### src/rtl/serial_link_pkg.sv
// Shared Serial Link definitions: lane count, PHY word type and the
// transmit-channel state encoding used by the PHY stage.
package serial_link_pkg;

  localparam int NumLanes    = 4;
  localparam int ClkDivWidth = 8;

  typedef logic [2*NumLanes-1:0] phy_data_t;

  typedef enum logic {
    PhyTxIdle = 1'b0,
    PhyTxBusy = 1'b1
  } phy_tx_state_e;

endpackage

### src/rtl/serial_link_phy_tx_channel.sv
// Transmit PHY stage for one Serial Link channel. Each accepted word is sent
// as two half-words (low half first) over one forwarded-clock period of D
// clk_i cycles. The forwarded clock is high for D/2 cycles starting at
// offset S.
//
// Handshake: a word is transferred on a rising clk_i edge where
// valid_i & ready_o. ready_o is purely a decode of the current state and
// cfg_clk_ena_i; it never depends on valid_i. Once valid_i is raised the
// source keeps data_i stable until the transfer happens.
module serial_link_phy_tx_channel #(
  parameter int  NumLanes    = serial_link_pkg::NumLanes,
  parameter type phy_data_t  = serial_link_pkg::phy_data_t,
  parameter int  ClkDivWidth = serial_link_pkg::ClkDivWidth
) (
  input  logic                   clk_i,
  input  logic                   rst_ni,
  input  phy_data_t              data_i,
  input  logic                   valid_i,
  output logic                   ready_o,
  input  logic                   cfg_clk_ena_i,
  input  logic [ClkDivWidth-1:0] cfg_clk_div_i,
  input  logic [ClkDivWidth-1:0] cfg_clk_shift_i,
  output logic                   ddr_clk_o,
  output logic [NumLanes-1:0]    ddr_data_o
);

  import serial_link_pkg::phy_tx_state_e;
  import serial_link_pkg::PhyTxIdle;
  import serial_link_pkg::PhyTxBusy;

  localparam int W = ClkDivWidth;
  typedef logic [W-1:0] cnt_t;

  // Even period of at least two cycles so both halves get >= 1 cycle.
  function automatic cnt_t sanitise_div(input cnt_t d);
    cnt_t r;
    r = {d[W-1:1], 1'b0};
    if (r < cnt_t'(2)) r = cnt_t'(2);
    return r;
  endfunction

  // Shift kept below D/2 so the clock always falls inside the period.
  function automatic cnt_t sanitise_shift(input cnt_t s, input cnt_t d_even);
    cnt_t half;
    half = d_even >> 1;
    if (s >= half) return half - cnt_t'(1);
    return s;
  endfunction

  phy_tx_state_e             state_q, state_d;
  cnt_t                      k_q, k_d;
  cnt_t                      div_q, div_d;
  cnt_t                      shift_q, shift_d;
  logic [2*NumLanes-1:0]     word_q, word_d;
  logic                      ddr_clk_q, ddr_clk_d;
  logic [NumLanes-1:0]       ddr_data_q, ddr_data_d;

  logic                      last_cycle;
  logic                      handshake;
  cnt_t                      half_d;
  logic [W:0]                clk_fall_d;

  // Output decode: ready only in Idle or in the final cycle of a period.
  always_comb begin
    last_cycle = (state_q == PhyTxBusy) && (k_q == (div_q - cnt_t'(1)));
    ready_o    = cfg_clk_ena_i && ((state_q == PhyTxIdle) || last_cycle);
  end

  assign handshake = valid_i && ready_o;

  // Next-state logic, including precomputed lane/clock values for the flops.
  always_comb begin
    state_d    = state_q;
    k_d        = k_q;
    div_d      = div_q;
    shift_d    = shift_q;
    word_d     = word_q;
    half_d     = '0;
    clk_fall_d = '0;
    ddr_clk_d  = 1'b0;
    ddr_data_d = '0;

    if (handshake) begin
      // Idle accept and back-to-back accept in the last cycle look the same.
      state_d = PhyTxBusy;
      k_d     = '0;
      word_d  = data_i;
      div_d   = sanitise_div(cfg_clk_div_i);
      shift_d = sanitise_shift(cfg_clk_shift_i, div_d);
    end else if (state_q == PhyTxBusy) begin
      if (last_cycle) begin
        state_d = PhyTxIdle;
        k_d     = '0;
      end else begin
        k_d = k_q + cnt_t'(1);
      end
    end

    if (state_d == PhyTxBusy) begin
      half_d     = div_d >> 1;
      clk_fall_d = {1'b0, shift_d} + {1'b0, half_d};
      ddr_data_d = (k_d < half_d) ? word_d[NumLanes-1:0]
                                  : word_d[2*NumLanes-1:NumLanes];
      ddr_clk_d  = (k_d >= shift_d) && ({1'b0, k_d} < clk_fall_d);
    end
  end

  // State, counter, latched word/config and registered outputs.
  always_ff @(posedge clk_i or negedge rst_ni) begin
    if (!rst_ni) begin
      state_q    <= PhyTxIdle;
      k_q        <= '0;
      div_q      <= cnt_t'(2);
      shift_q    <= '0;
      word_q     <= '0;
      ddr_clk_q  <= 1'b0;
      ddr_data_q <= '0;
    end else begin
      state_q    <= state_d;
      k_q        <= k_d;
      div_q      <= div_d;
      shift_q    <= shift_d;
      word_q     <= word_d;
      ddr_clk_q  <= ddr_clk_d;
      ddr_data_q <= ddr_data_d;
    end
  end

  assign ddr_clk_o  = ddr_clk_q;
  assign ddr_data_o = ddr_data_q;

endmodule

### config.mk
export PLATFORM = sky130hd
export DESIGN_NAME = serial_link_phy_tx_channel
export DESIGN_NICKNAME = d
export VERILOG_FILES = /design/src/rtl/serial_link_pkg.sv /design/src/rtl/serial_link_phy_tx_channel.sv
export SDC_FILE = /design/constraint.sdc
export NUM_CORES = 1
export LEC_CHECK = 0
export ABC_AREA = 1
export CAP_MARGIN = 20
export CELL_PAD_IN_SITES_DETAIL_PLACEMENT = 2
export CELL_PAD_IN_SITES_GLOBAL_PLACEMENT = 2
export CORE_ASPECT_RATIO = 0.9
export CORE_MARGIN = 4
export CORE_UTILIZATION = 36
export CTS_CLUSTER_SIZE = 12
export DETAILED_ROUTE_END_ITERATION = 16
export PLACE_DENSITY_LB_ADDON = 0.1
export SETUP_SLACK_MARGIN = 0.1
export SLEW_MARGIN = 10
export SYNTH_ARGS = -nofsm -noshare
export SYNTH_HDL_FRONTEND = slang
export SYNTH_SLANG_ARGS = --single-unit
### constraint.sdc
create_clock -name clk_i -period 8.1 [get_ports clk_i]
set_input_delay 1.62 -clock clk_i [delete_from_list [all_inputs] [get_ports clk_i]]
set_output_delay 1.62 -clock clk_i [all_outputs]
set_load 0.03 [all_outputs]
---- Word level (Yosys, flattened, before mapping) ----
Index checks and enable logic that the tools add are counted.
storage, ports and cells
  register bits ........................... 38
  bits of input ports ..................... 28
operators by class
  $add $sub $neg .......................... 4
  $lt $le $gt $ge ......................... 5
  eq/ne operators ......................... 1
  mux-type cells .......................... 18
  bitwise logic cells ..................... 1
  reduce and logical (&&, ||, !) cells .... 5
operators with widths
  cell                                                                  number
  8-bit two-way mux                                                     10
  8-bit by 7-bit adder with 9-bit output                                1
  8-bit by 9-bit < comparator with 1-bit output                         1
  8-bit by 1-bit adder with 8-bit output, second input constant         1
  8-bit equality test                                                   1
  8-bit by 7-bit >= comparator with 1-bit output                        1
  8-bit >= comparator                                                   1
  8-bit by 2-bit < comparator with 1-bit output, second input constant  1
  8-bit by 7-bit < comparator with 1-bit output                         1
  4-bit two-way mux                                                     2
  7-bit by 1-bit subtractor with 8-bit output, second input constant    1
  8-bit by 1-bit subtractor with 8-bit output, second input constant    1
  1-bit two-way mux                                                     6
  1-bit logical AND                                                     4
  1-bit logical OR                                                      1
  1-bit NOT                                                             1

---- Longest topological paths before layout ----
  depth after elaboration ................. 16
  mapped depth ............................ 33

---- Least setup slack after synthesis ----
Ideal clock, no wire load.
  kind .................................... in2reg
  from .................................... input port cfg_clk_div_i[2]
  to ...................................... register ddr_clk_q, in the netlist ddr_clk_o
  setup time .............................. 0.071 ns
  data arrival time ....................... 5.511 ns
  slack ................................... 2.518 ns
  stages .................................. 32
  path buffers ............................ 1
  cells stage by stage .................... nor2_1 -> inv_1 -> o21ai_0 -> ha_1 -> inv_1 -> a21boi_0 -> o21ai_0 -> a21boi_0 -> o21ai_0 -> a21boi_0 -> o21ai_0 -> nand2_1 -> buf_2 -> nand2_1 -> o211ai_1 -> o21ai_0 -> inv_1 -> ha_1 -> fa_1 -> nand2_1 -> nand2_1 -> a21oi_1 -> nor2_1 -> o21ai_0 -> nand2_1 -> xnor2_1 -> ha_1 -> a21oi_1 -> o21ai_1 -> a21oi_1 -> nor2_1 -> nor2_1
between the ends
  cells in the longest elaborated chain, start to end .. 12
  elaborated cells between the ends (all ways) .. 16
  those cells by class .................... 2 x add/sub; 4 x order compare; 9 x mux; 1 x reduce/logical
RTL lines
  item                                            line                               text
  from (decl)                                     serial_link_phy_tx_channel.sv:21   input logic [ClkDivWidth-1:0] cfg_clk_div_i,
  8-bit by 2-bit < comparator with 1-bit output   serial_link_phy_tx_channel.sv:38   if (r < cnt_t'(2)) r = cnt_t'(2);
  8-bit two-way mux (*)                           serial_link_phy_tx_channel.sv:38
  8-bit two-way mux (*)                           serial_link_phy_tx_channel.sv:83   if (handshake) begin
  8-bit by 7-bit >= comparator with 1-bit output  serial_link_phy_tx_channel.sv:46   if (s >= half) return half - cnt_t'(1);
  1-bit two-way mux                               serial_link_phy_tx_channel.sv:46
  1-bit two-way mux                               serial_link_phy_tx_channel.sv:83
  8-bit two-way mux (*)                           serial_link_phy_tx_channel.sv:47   return s;
  8-bit two-way mux (*)                           serial_link_phy_tx_channel.sv:83
  net shift_d[0]                                  serial_link_phy_tx_channel.sv:53   cnt_t shift_q, shift_d;
  8-bit by 7-bit adder with 9-bit output          serial_link_phy_tx_channel.sv:101  clk_fall_d = {1'b0, shift_d} + {1'b0, half_d};
  8-bit by 9-bit < comparator with 1-bit output   serial_link_phy_tx_channel.sv:104  ddr_clk_d = (k_d >= shift_d) && ({1'b0, k_d} < clk_fall_d);
  1-bit logical AND (*)                           serial_link_phy_tx_channel.sv:104
  1-bit two-way mux (*)                           serial_link_phy_tx_channel.sv:99   if (state_d == PhyTxBusy) begin
  net ddr_clk_d                                   serial_link_phy_tx_channel.sv:55   logic ddr_clk_q, ddr_clk_d;
  to (signal assigned)                            serial_link_phy_tx_channel.sv:124  ddr_clk_q <= ddr_clk_d;
  to (decl)                                       serial_link_phy_tx_channel.sv:55
Mark *: on every way through the listed nets, which the timed path passes. The rest lies on a longest branch. The select of a mux whose other input is x is not followed.
A chain may end at the register's enable or synchronous reset.

---- Final worst setup path ----
  from .................................... input port cfg_clk_div_i[5]
  to ...................................... register ddr_clk_q, in the netlist ddr_clk_o
The elaborated chain is that of the path after synthesis.

==> impl_metrics.yaml <==
sta:
  worst_pin_slew_ps: 902
  slew_violations: 0
  setup_violations: 0
  hold_slack_ps: 497
  hold_viol_final: 0
  slew_headroom_pct: 39.9
  rsz0062_at_grt: "no"
  tns_ps: 0
  period_share_pct: 83.9
  max_clock_freq_mhz: 147
  timing.final.crit_period_ps: 6790
  skew_ps: 6.09
floorplan:
  ios: 34
  initial_core_util_pct: 36.9
  dieWidth_um: 104
  fp.dieH_um: 94.3
  row_count: 31
  coreArea_um2: 8070
  design.die.area_um2: 9800
drt:
  firstDrtPassIters: 4
  ant_nets: 0
  wl_mm: 8.56
  vias_per_cell: 5.14
  vias: 2675
  route.detailed.drc: 0
  wl_per_cell_um: 16.5
  drt_iter0_drc: 41
critical_path:
  cpPeakStageDelay_ps: 520
  rr_startpoint: "div_q[1]"
  reg2reg_to: "ddr_clk_o"
  cpMostUsedCell: "o21ai_0"
  cp_slowest_cell: "clkdlybuf4s50_1"
  endpoint_kind: "flip-flop"
  crit_start: "cfg_clk_div_i[5]"
  cp_data_arrival_time_ps: 7020
  cp_data_required_time_ps: 8330
  crit_type: "in2reg"
  critPathMaxFanout: 13
  start_kind: "input port"
  worstRegToRegCells: 28
  crit_end: "ddr_clk_o"
  rrSetupSlack_ps: 2800
global_route:
  grt_pass1_wl_mm: 14.8
  grt_use_total_pct: 18.7
  antenna_found_initial: 0
  grt_max_degree: 38
  grt_pass1_vias: 3015
  grt_overflow: 0
power_and_ir_drop:
  power-per-cell-area_nw_per_um2: 119
  power.leakage_nw: 1.93
  ir_drop_v: 0.0000767
  total_power_mw: 0.420
clocking:
  cts_buffers: 5
  clock-sinks: 37
  cts.repair_timing.setup_buffer_count: 0
  clkTransAtPathRegs_ps: 80
  ctsResizeCount: 0
  cts_hold_buf: 0
  cts-root-buf: "clkbuf_8"
  clk_latency_ps: 290
  cts_tree: "built"
  h-tree-depth: 2
  cts_buffer_depth: 2
synthesis:
  ys_types: 39
  yosysTopAreaCell: "dfrtp_1"
  avgSynthCellArea_um2: 7.68
  synth_top_area_share_pct: 30.2
  syn_inst: 388
  ys_seq_area_share_pct: 31.1
  netlist_area_um2: 2980
  synth_area_leaders: "dfrtp_1 30%, ha_1 16%, nand2_1 10%, inv_1 7.3%, o21ai_0 4.7%"
  yosys_register_bits: 37
  synth_warnings: 0
  synth_fp_nets: 455
finish:
  final_cells: 520
  layout_common_cells: "83 x nand2_1, 58 x inv_1, 38 x ha_1"
  drive_gt1_share_pct: 9.03
  fill_cells: 950
  syn_to_final_growth_pct: 17.9
  design_area_um2: 3510
  diodes: 0
  nNetsFinal: 487
  layout_commonest_cell: "nand2_1"
place:
  dp.cells: 512
  io_buffers: 32
  dp_hpwl_mm: 6.91
  gp_congestion: 0.741
  dpl_cell_area_um2: 3380
status:
  status: "finished clean"
min_path:
  hold_path.class: "reg2reg"
  worstHoldPathCells: 2
run:
  maxCapViolCount: 0
==> state kept, by name (all words and copies together), names as in the netlist <==
signal and flops:
k_q 8, shift_q 8, ddr_data_o 4, ddr_clk_o 1
div_q 7, word_q 8, state_q 1
==> logic make-up after synthesis <==
group / Yosys count / synth area share, %
buffers and inverters: 70 / 9.40
xor gates and xnor gates: 17 / 5.00
DFF: 37 / 31.1
AOI/OAI and AO/OA: 62 / 11.8
and+or+nand+nor: 163 / 26.1
adders and majority gates: 39 / 16.6
==> power breakdown <==
part / internal [mW] / switching [mW] / total (mW)
sequential: 0.185 / 0 / 0.185
combinational: 0.0167 / 0.0176 / 0.0343
clock: 0.124 / 0.0768 / 0.201
==> synth_stat cells <==
cell      count
or2_1         3
nand2_4       4
a211oi_4      1
ha_1         38
nand3_1      19
nor2_2        2
nor2_1       26
o21ai_0      28
a21boi_0      5
buf_1         1
nand3b_1      1
inv_2         5
clkbuf_1      1
nor2_4        2
o21ai_1       4
buf_4         2
a21oi_1      19
nand3_4       1
o21bai_1      1
nor3_2        1
buf_2         2
or2_2         6
and2_1        1
nand4_1       5
inv_1        58
dfstp_2       1
nand3_2       3
nor3_1        2
xnor2_1       8
dfrtp_1      36
a21o_1        1
nand2_1      83
xor2_1        9
nand2_2       3
and3_1        1
fa_1          1
o211ai_1      1
buf_6         1
o21a_1        2
==> per-layer routing <==
metal,track usage (%),vias to the layer above,share of wire [%],wire length (um)
li1,-,1312,-,-
met1,23.5,1333,46,3980
met5,0,-,0,0
met4,3.32,0,0.58,50
met2,35.0,24,51,4370
met3,2.34,6,1.9,165
==> layout make-up <==
type | count | area, um2 | area share [%]
repair buffers | 32 | 315 | 8.97
clock inverters | 3 | 68.8 | 1.96
well taps | 99 | 124 | 3.53
multi-input cells | 281 | 1770 | 50.5
clock buffers | 5 | 68.8 | 1.96
inverters | 63 | 236 | 6.73
flip-flops and latches | 37 | 927 | 26.4
==> how the worst min path moves through the flow <==
stage | from | slack, ps | endpoint
2_1_floorplan | word_q[4] | 450 | word_q[4]
5_1_grt | word_q[5] | 550 | word_q[5]
4_1_cts | word_q[4] | 500 | word_q[4]
3_5_place_dp | word_q[4] | 480 | word_q[4]
6_report | word_q[5] | 500 | word_q[5]
3_3_place_gp | word_q[4] | 470 | word_q[4]
==> stage by stage <==
stage / utilization, % / setup WS [ps]
after floorplan: - / 2520
after global placement: 41.8 / 1260
after detailed placement: 41.8 / 908
after CTS: 43.5 / 1160
after global routing: 43.5 / 482
final: 43.5 / 1310
==> worst max-delay path: cells and delay by family <==
family          cells  cell delay [ps]
buf+inv             4              860
compound gates     14             2140
fa+ha+maj           4             1200
simple gates        9             1030
xor+xnor            1              180
Power figures use the tool's default switching activity.
